<file path="src/rtl/axi_sdram_pkg.sv">
// Shared defaults and helpers for the synchronous FIFO bank.
package axi_sdram_pkg;

  localparam int unsigned DEF_WIDTH  = 32;
  localparam int unsigned DEF_DEPTH  = 16;
  localparam int unsigned DEF_NUM_CH = 4;

  // Occupancy ranges 0..depth inclusive, so one extra code is needed.
  function automatic int unsigned cnt_width(input int unsigned depth);
    return $clog2(depth + 1);
  endfunction

endpackage

</file>
<file path="src/rtl/sync_fifo_ch.sv">
// One independent FWFT FIFO channel with registered status flags and sticky errors.
module sync_fifo_ch
  import axi_sdram_pkg::*;
#(
  parameter int unsigned WIDTH  = DEF_WIDTH,
  parameter int unsigned DEPTH  = DEF_DEPTH,
  parameter int unsigned AF_LVL = DEPTH - 2,
  parameter int unsigned AE_LVL = 2,
  parameter int unsigned CW     = cnt_width(DEPTH)
) (
  input  logic             clk,
  input  logic             rst_n,
  input  logic             push,
  input  logic [WIDTH-1:0] wr_data,
  input  logic             pop,
  input  logic             flush,
  input  logic             err_clr,
  output logic [WIDTH-1:0] rd_data,
  output logic             full,
  output logic             empty,
  output logic             afull,
  output logic             aempty,
  output logic [CW-1:0]    count,
  output logic             ovf,
  output logic             udf
);

  localparam int unsigned PW = $clog2(DEPTH);
  localparam logic [CW-1:0] DEPTH_C = CW'(DEPTH);
  localparam logic [CW-1:0] AF_C    = CW'(AF_LVL);
  localparam logic [CW-1:0] AE_C    = CW'(AE_LVL);

  logic [WIDTH-1:0] mem [DEPTH];
  logic [PW-1:0]    wr_ptr;
  logic [PW-1:0]    rd_ptr;
  logic [PW-1:0]    rd_ptr_nxt;
  logic [CW-1:0]    count_nxt;
  logic [WIDTH-1:0] head_nxt;
  logic             push_ok;
  logic             pop_ok;
  logic             ovf_set;
  logic             udf_set;

  always_comb begin
    pop_ok     = pop && !empty;
    push_ok    = push && (!full || pop);
    ovf_set    = push && full && !pop;
    udf_set    = pop && empty;
    rd_ptr_nxt = rd_ptr + PW'(pop_ok);
    count_nxt  = count;
    case ({push_ok, pop_ok})
      2'b10:   count_nxt = count + 1'b1;
      2'b01:   count_nxt = count - 1'b1;
      default: count_nxt = count;
    endcase
    if (flush) count_nxt = '0;
    // The head register is preloaded with the next oldest word; when that
    // slot is the one being written this cycle, bypass straight from wr_data.
    head_nxt = rd_data;
    if (!flush && count_nxt != '0) begin
      if (push_ok && rd_ptr_nxt == wr_ptr) head_nxt = wr_data;
      else                                 head_nxt = mem[rd_ptr_nxt];
    end
  end

  always_ff @(posedge clk) begin
    if (rst_n && !flush && push_ok) mem[wr_ptr] <= wr_data;
  end

  always_ff @(posedge clk) begin
    if (!rst_n) begin
      wr_ptr  <= '0;
      rd_ptr  <= '0;
      count   <= '0;
      rd_data <= '0;
      full    <= 1'b0;
      empty   <= 1'b1;
      afull   <= (AF_LVL == 0);
      aempty  <= 1'b1;
      ovf     <= 1'b0;
      udf     <= 1'b0;
    end else begin
      if (flush) begin
        wr_ptr <= '0;
        rd_ptr <= '0;
      end else begin
        wr_ptr <= wr_ptr + PW'(push_ok);
        rd_ptr <= rd_ptr_nxt;
      end
      count   <= count_nxt;
      rd_data <= head_nxt;
      full    <= (count_nxt == DEPTH_C);
      empty   <= (count_nxt == '0);
      afull   <= (count_nxt >= AF_C);
      aempty  <= (count_nxt <= AE_C);
      ovf     <= ovf_set || (ovf && !err_clr);
      udf     <= udf_set || (udf && !err_clr);
    end
  end

endmodule

</file>
<file path="src/rtl/axi_sync_fifo_bank.sv">
// Bank of NUM_CH independent synchronous FWFT FIFOs sharing one clock.
module axi_sync_fifo_bank
  import axi_sdram_pkg::*;
#(
  parameter int unsigned WIDTH  = DEF_WIDTH,
  parameter int unsigned DEPTH  = DEF_DEPTH,
  parameter int unsigned NUM_CH = DEF_NUM_CH,
  parameter int unsigned AF_LVL = DEPTH - 2,
  parameter int unsigned AE_LVL = 2
) (
  input  logic                                 AXI_CLK,
  input  logic                                 ARESETn,
  input  logic [NUM_CH-1:0]                    PUSH,
  input  logic [NUM_CH*WIDTH-1:0]              WR_DATA,
  input  logic [NUM_CH-1:0]                    POP,
  output logic [NUM_CH*WIDTH-1:0]              RD_DATA,
  input  logic [NUM_CH-1:0]                    FLUSH,
  input  logic [NUM_CH-1:0]                    ERR_CLR,
  output logic [NUM_CH-1:0]                    FULL,
  output logic [NUM_CH-1:0]                    EMPTY,
  output logic [NUM_CH-1:0]                    AFULL,
  output logic [NUM_CH-1:0]                    AEMPTY,
  output logic [NUM_CH*cnt_width(DEPTH)-1:0]   COUNT,
  output logic [NUM_CH-1:0]                    OVF,
  output logic [NUM_CH-1:0]                    UDF
);

  localparam int unsigned CW = cnt_width(DEPTH);

  if (DEPTH < 2 || (DEPTH & (DEPTH - 1)) != 0) begin : g_bad_depth
    $error("axi_sync_fifo_bank: DEPTH must be a power of two >= 2");
  end
  if (AE_LVL >= AF_LVL) begin : g_bad_levels
    $error("axi_sync_fifo_bank: AE_LVL must be below AF_LVL");
  end
  if (NUM_CH < 1 || NUM_CH > 8) begin : g_bad_num_ch
    $error("axi_sync_fifo_bank: NUM_CH must be 1..8");
  end

  for (genvar c = 0; c < NUM_CH; c++) begin : g_ch
    sync_fifo_ch #(
      .WIDTH (WIDTH),
      .DEPTH (DEPTH),
      .AF_LVL(AF_LVL),
      .AE_LVL(AE_LVL),
      .CW    (CW)
    ) u_ch (
      .clk    (AXI_CLK),
      .rst_n  (ARESETn),
      .push   (PUSH[c]),
      .wr_data(WR_DATA[c*WIDTH +: WIDTH]),
      .pop    (POP[c]),
      .flush  (FLUSH[c]),
      .err_clr(ERR_CLR[c]),
      .rd_data(RD_DATA[c*WIDTH +: WIDTH]),
      .full   (FULL[c]),
      .empty  (EMPTY[c]),
      .afull  (AFULL[c]),
      .aempty (AEMPTY[c]),
      .count  (COUNT[c*CW +: CW]),
      .ovf    (OVF[c]),
      .udf    (UDF[c])
    );
  end

endmodule

</file>
<file path="config.mk">
export PLATFORM = sky130hd
export DESIGN_NAME = axi_sync_fifo_bank
export DESIGN_NICKNAME = d
export VERILOG_FILES = /design/src/rtl/axi_sdram_pkg.sv /design/src/rtl/sync_fifo_ch.sv /design/src/rtl/axi_sync_fifo_bank.sv
export SDC_FILE = /design/constraint.sdc
export NUM_CORES = 2
export LEC_CHECK = 0
export BUFFER_PORTS_ARGS = -buffer_cell sky130_fd_sc_hd__buf_2
export CAP_MARGIN = 20
export CORE_MARGIN = 2
export CORE_UTILIZATION = 42
export CTS_CLUSTER_SIZE = 14
export DETAILED_ROUTE_END_ITERATION = 10
export SLEW_MARGIN = 0
export SYNTH_ARGS = -nofsm -noshare
export SYNTH_HDL_FRONTEND = slang
export SYNTH_HIERARCHICAL = 1
export SYNTH_SLANG_ARGS = --single-unit
</file>
<file path="constraint.sdc">
create_clock -name AXI_CLK -period 4.8 [get_ports AXI_CLK]
set_input_delay 0.24 -clock AXI_CLK [delete_from_list [all_inputs] [get_ports AXI_CLK]]
set_output_delay 0.24 -clock AXI_CLK [all_outputs]
set_load 0.1 [all_outputs]
</file>
==> summary.txt <==
DR iter-0 viols: 3853
# nets final: 5194
max-cap violations: 0
PortBufs: 317
Netlist cell types: 65
Post-route DRC: 0
Routed Antenna Nets: 0
Synth top area share: 69.2%
first-pass GRT wire length: 307000 um
endpoint class of the critical path: flop
Clock Path Buffers: 3
CTS buffer count: 228
routability cong.: 0.758
via/cell ratio: 5.51
row cnt: 168
largest area contributor in the synthesized netlist: edfxtp_1
DIE AREA: 215000 sq um
worst skew pair latency: 0.86 ns
sequential area share after synthesis: 73.8%
starting density of the core: 42.3%
final hold vios: 0
synth warn: 6
share of layout cells above drive strength 1: 29.7%
drt wl/cell: 25.8 um
Seq cells post-synth: 2252
fraction of registers with async set/reset: 0%
Core Region: 210000 sq um
crit path DAT: 4.19 ns
Clock Sink Count: 2252
crit-path max FO: 19
grt ovf: 0
ranking of synthesized cells by area: edfxtp_1, mux4_2, dfxtp_1
worst reg-to-reg path cell count: 11
count of final max-slew check failures: 0
slew of the pin with the lowest slew margin: 0.993 ns
final WL: 207000 um
crit path time final: 3.44 ns
ys flop type: edfxtp_1
largest net degree at the start of global routing: 130
setup TNS: 0 ns
initial antenna violation count: 16
GRT Total Usage: 19.1%
worst hold slack: 0.209 ns
Slew headroom: 33.5%
Fin Clk Skew: 0.0408 ns
Post-synth EDFFs: 2048
CTS tree: done
Root Driver: clkbuf_16
syn avg cell area: 20.0 sq um
clk slew on worst S/H paths: 0.06 ns
io pins: 318
WS Path Type: reg2reg
Peak supply drop: 0.000365 V
number of detailed-route iterations in the first pass: 5
Hold Crit Depth: 4
syn nets: 4609
P&R area growth vs syn: 16.8%
RSZ-0062 raised after global routing: false
die span in y: 464 um
Highest Clock Rate: 0.290 GHz
Post-CTS Setup Inserts: 0
PD cells: 407 nW/um^2
worst hold path type: in2reg
Post-Syn Area: 88900 sq um
die width: 464 um
final worst path period share: 71.7%
worst reg2reg setup slack: 1.36 ns
Final Setup Violations: 0
H-tree depth: 4
status: complete, no violations
CP required: 5.55 ns
vias: 44300
CP Launch Type: flop
P_leak: 34.4 nW
CTS resizes: 0
Mapped Cells: 4435
dpl hpwl: 112000 um
vias in the first global route: 45600
-- area by class of cell --
| cell class | instances | area, sq um |
|---|---|---|
| well taps | 2805 | 3510 |
| clock inverters | 128 | 1260 |
| diodes | 8 | 20.0 |
| clock buffers | 301 | 6200 |
| repair buffers | 617 | 4550 |
| fillers | 17000 | 106000 |
| flip-flops and latches | 2252 | 65600 |
| multi-input cells | 1714 | 21900 |
| inverters | 207 | 777 |
-- timing repair --
item,CTS,global route
hold buffers,152,0
setup endpoints to repair,0,0
endpoints found under the hold margin,2189,0
-- worst paths after layout --
check,start,end
setup / recovery,g_ch[0].u_ch/empty$_SDFF_PN1_,g_ch[0].u_ch/rd_data[2]$_SDFFE_PN0P_
hold / removal,ERR_CLR[1],g_ch[1].u_ch/udf$_SDFF_PN0_
setup reg to reg,g_ch[0].u_ch/empty$_SDFF_PN1_,g_ch[0].u_ch/rd_data[2]$_SDFFE_PN0P_
hold reg to reg,g_ch[1].u_ch/rd_data[14]$_SDFFE_PN0P_,g_ch[1].u_ch/rd_data[14]$_SDFFE_PN0P_
-- state kept, by name, summed over array words and instances, names as in the netlist --
| register | flops |
|---|---|
| g_ch.u_ch/wr_ptr | 16 |
| g_ch.u_ch/count | 20 |
| g_ch.u_ch/empty | 4 |
| g_ch.u_ch/rd_data | 128 |
| g_ch.u_ch/afull | 4 |
| g_ch.u_ch/udf | 4 |
| g_ch.u_ch/mem | 2048 |
| g_ch.u_ch/rd_ptr | 16 |
| g_ch.u_ch/full | 4 |
| g_ch.u_ch/ovf | 4 |
| g_ch.u_ch/aempty | 4 |
-- through the flow --
stage	cell area [sq um]	cells	setup WS [ns]	total power [mW]	utilization, %
after floorplan	88900	4435	0.611	24.2	-
after global placement	94800	7443	1.38	25.0	45.2
after detailed placement	94800	7443	1.35	25.0	45.2
after CTS	104000	8024	1.37	42.7	49.4
after global routing	104000	8028	1.15	43.6	49.4
final	104000	8032	1.36	42.2	49.5
-- cells in the final DEF (no fill, tap or decap), types with 20 or more instances in the layout --
| cell type | n |
|---|---|
| edfxtp_1 | 2048 |
| mux4_2 | 512 |
| buf_2 | 316 |
| mux2i_1 | 293 |
| clkbuf_16 | 229 |
| inv_1 | 204 |
| dfxtp_1 | 204 |
| dlygate4sd3_1 | 152 |
| buf_4 | 123 |
| a21oi_1 | 114 |
| o21ai_0 | 108 |
| a221oi_2 | 90 |
| a22o_1 | 64 |
| nand2_1 | 61 |
| clkbuf_1 | 52 |
| nor2_4 | 52 |
| nor2_1 | 49 |
| clkinv_2 | 41 |
| clkinv_1 | 39 |
| o31ai_1 | 33 |
| a31oi_2 | 30 |
| xor2_1 | 29 |
| buf_12 | 26 |
| nand2b_1 | 24 |
| o21ai_1 | 24 |
| clkbuf_8 | 20 |
| nand3_1 | 20 |
| ha_1 | 20 |
-- routing by layer --
layer  vias up  track usage (%)  wire length, um
met4        10             5.05             4460
met3       289             3.47            12700
li1      19300                -                -
met1     23300             26.7            89600
met2      1337             31.0           101000
met5         -                0               66
-- cell usage after synthesis, types with 64 or more instances --
cell      number
a21oi_1      114
a221oi_2      90
a22o_1        64
edfxtp_1    2048
clkbuf_1      94
dfxtp_1      204
o21ai_0      108
nor2_1       101
buf_2        101
mux4_2       512
inv_1        204
mux2i_1      293
-- cells by family (layout without fill, tap and decap cells) --
kind of cell | after synthesis | after routing | share of synthesized area (%)
multiplexers | 805 | 805 | 16.3
other | 0 | 8 | 0
adder cells (fa/ha/maj) | 28 | 28 | 0.394
buffers and inverters | 469 | 1253 | 2.30
AO/OA/AOI/OAI | 511 | 511 | 4.79
flip-flops | 2252 | 2252 | 73.8
AND/OR/NAND/NOR | 309 | 309 | 1.73
XOR/XNOR | 61 | 61 | 0.728
-- worst max-delay path: stages, from the launching register on --
cell and delay (ns):
dfxtp_1 0.33, nor2b_1 0.30, ha_1 0.44, xor2_1 0.19, ha_1 0.23, a21oi_2 0.05
xnor2_1 0.20, o41ai_2 0.46, o221ai_4 0.14, or2_2 0.56, buf_12 0.29, a31oi_2 0.14
-- power breakdown --
group	internal, mW	switching (mW)	leakage (nW)
clock	10.1	7.51	3.63
sequential	21.5	0.132	20.1
combinational	0.862	2.12	10.7
total	32.5	9.76	34.4
Power figures use the tool's default switching activity.
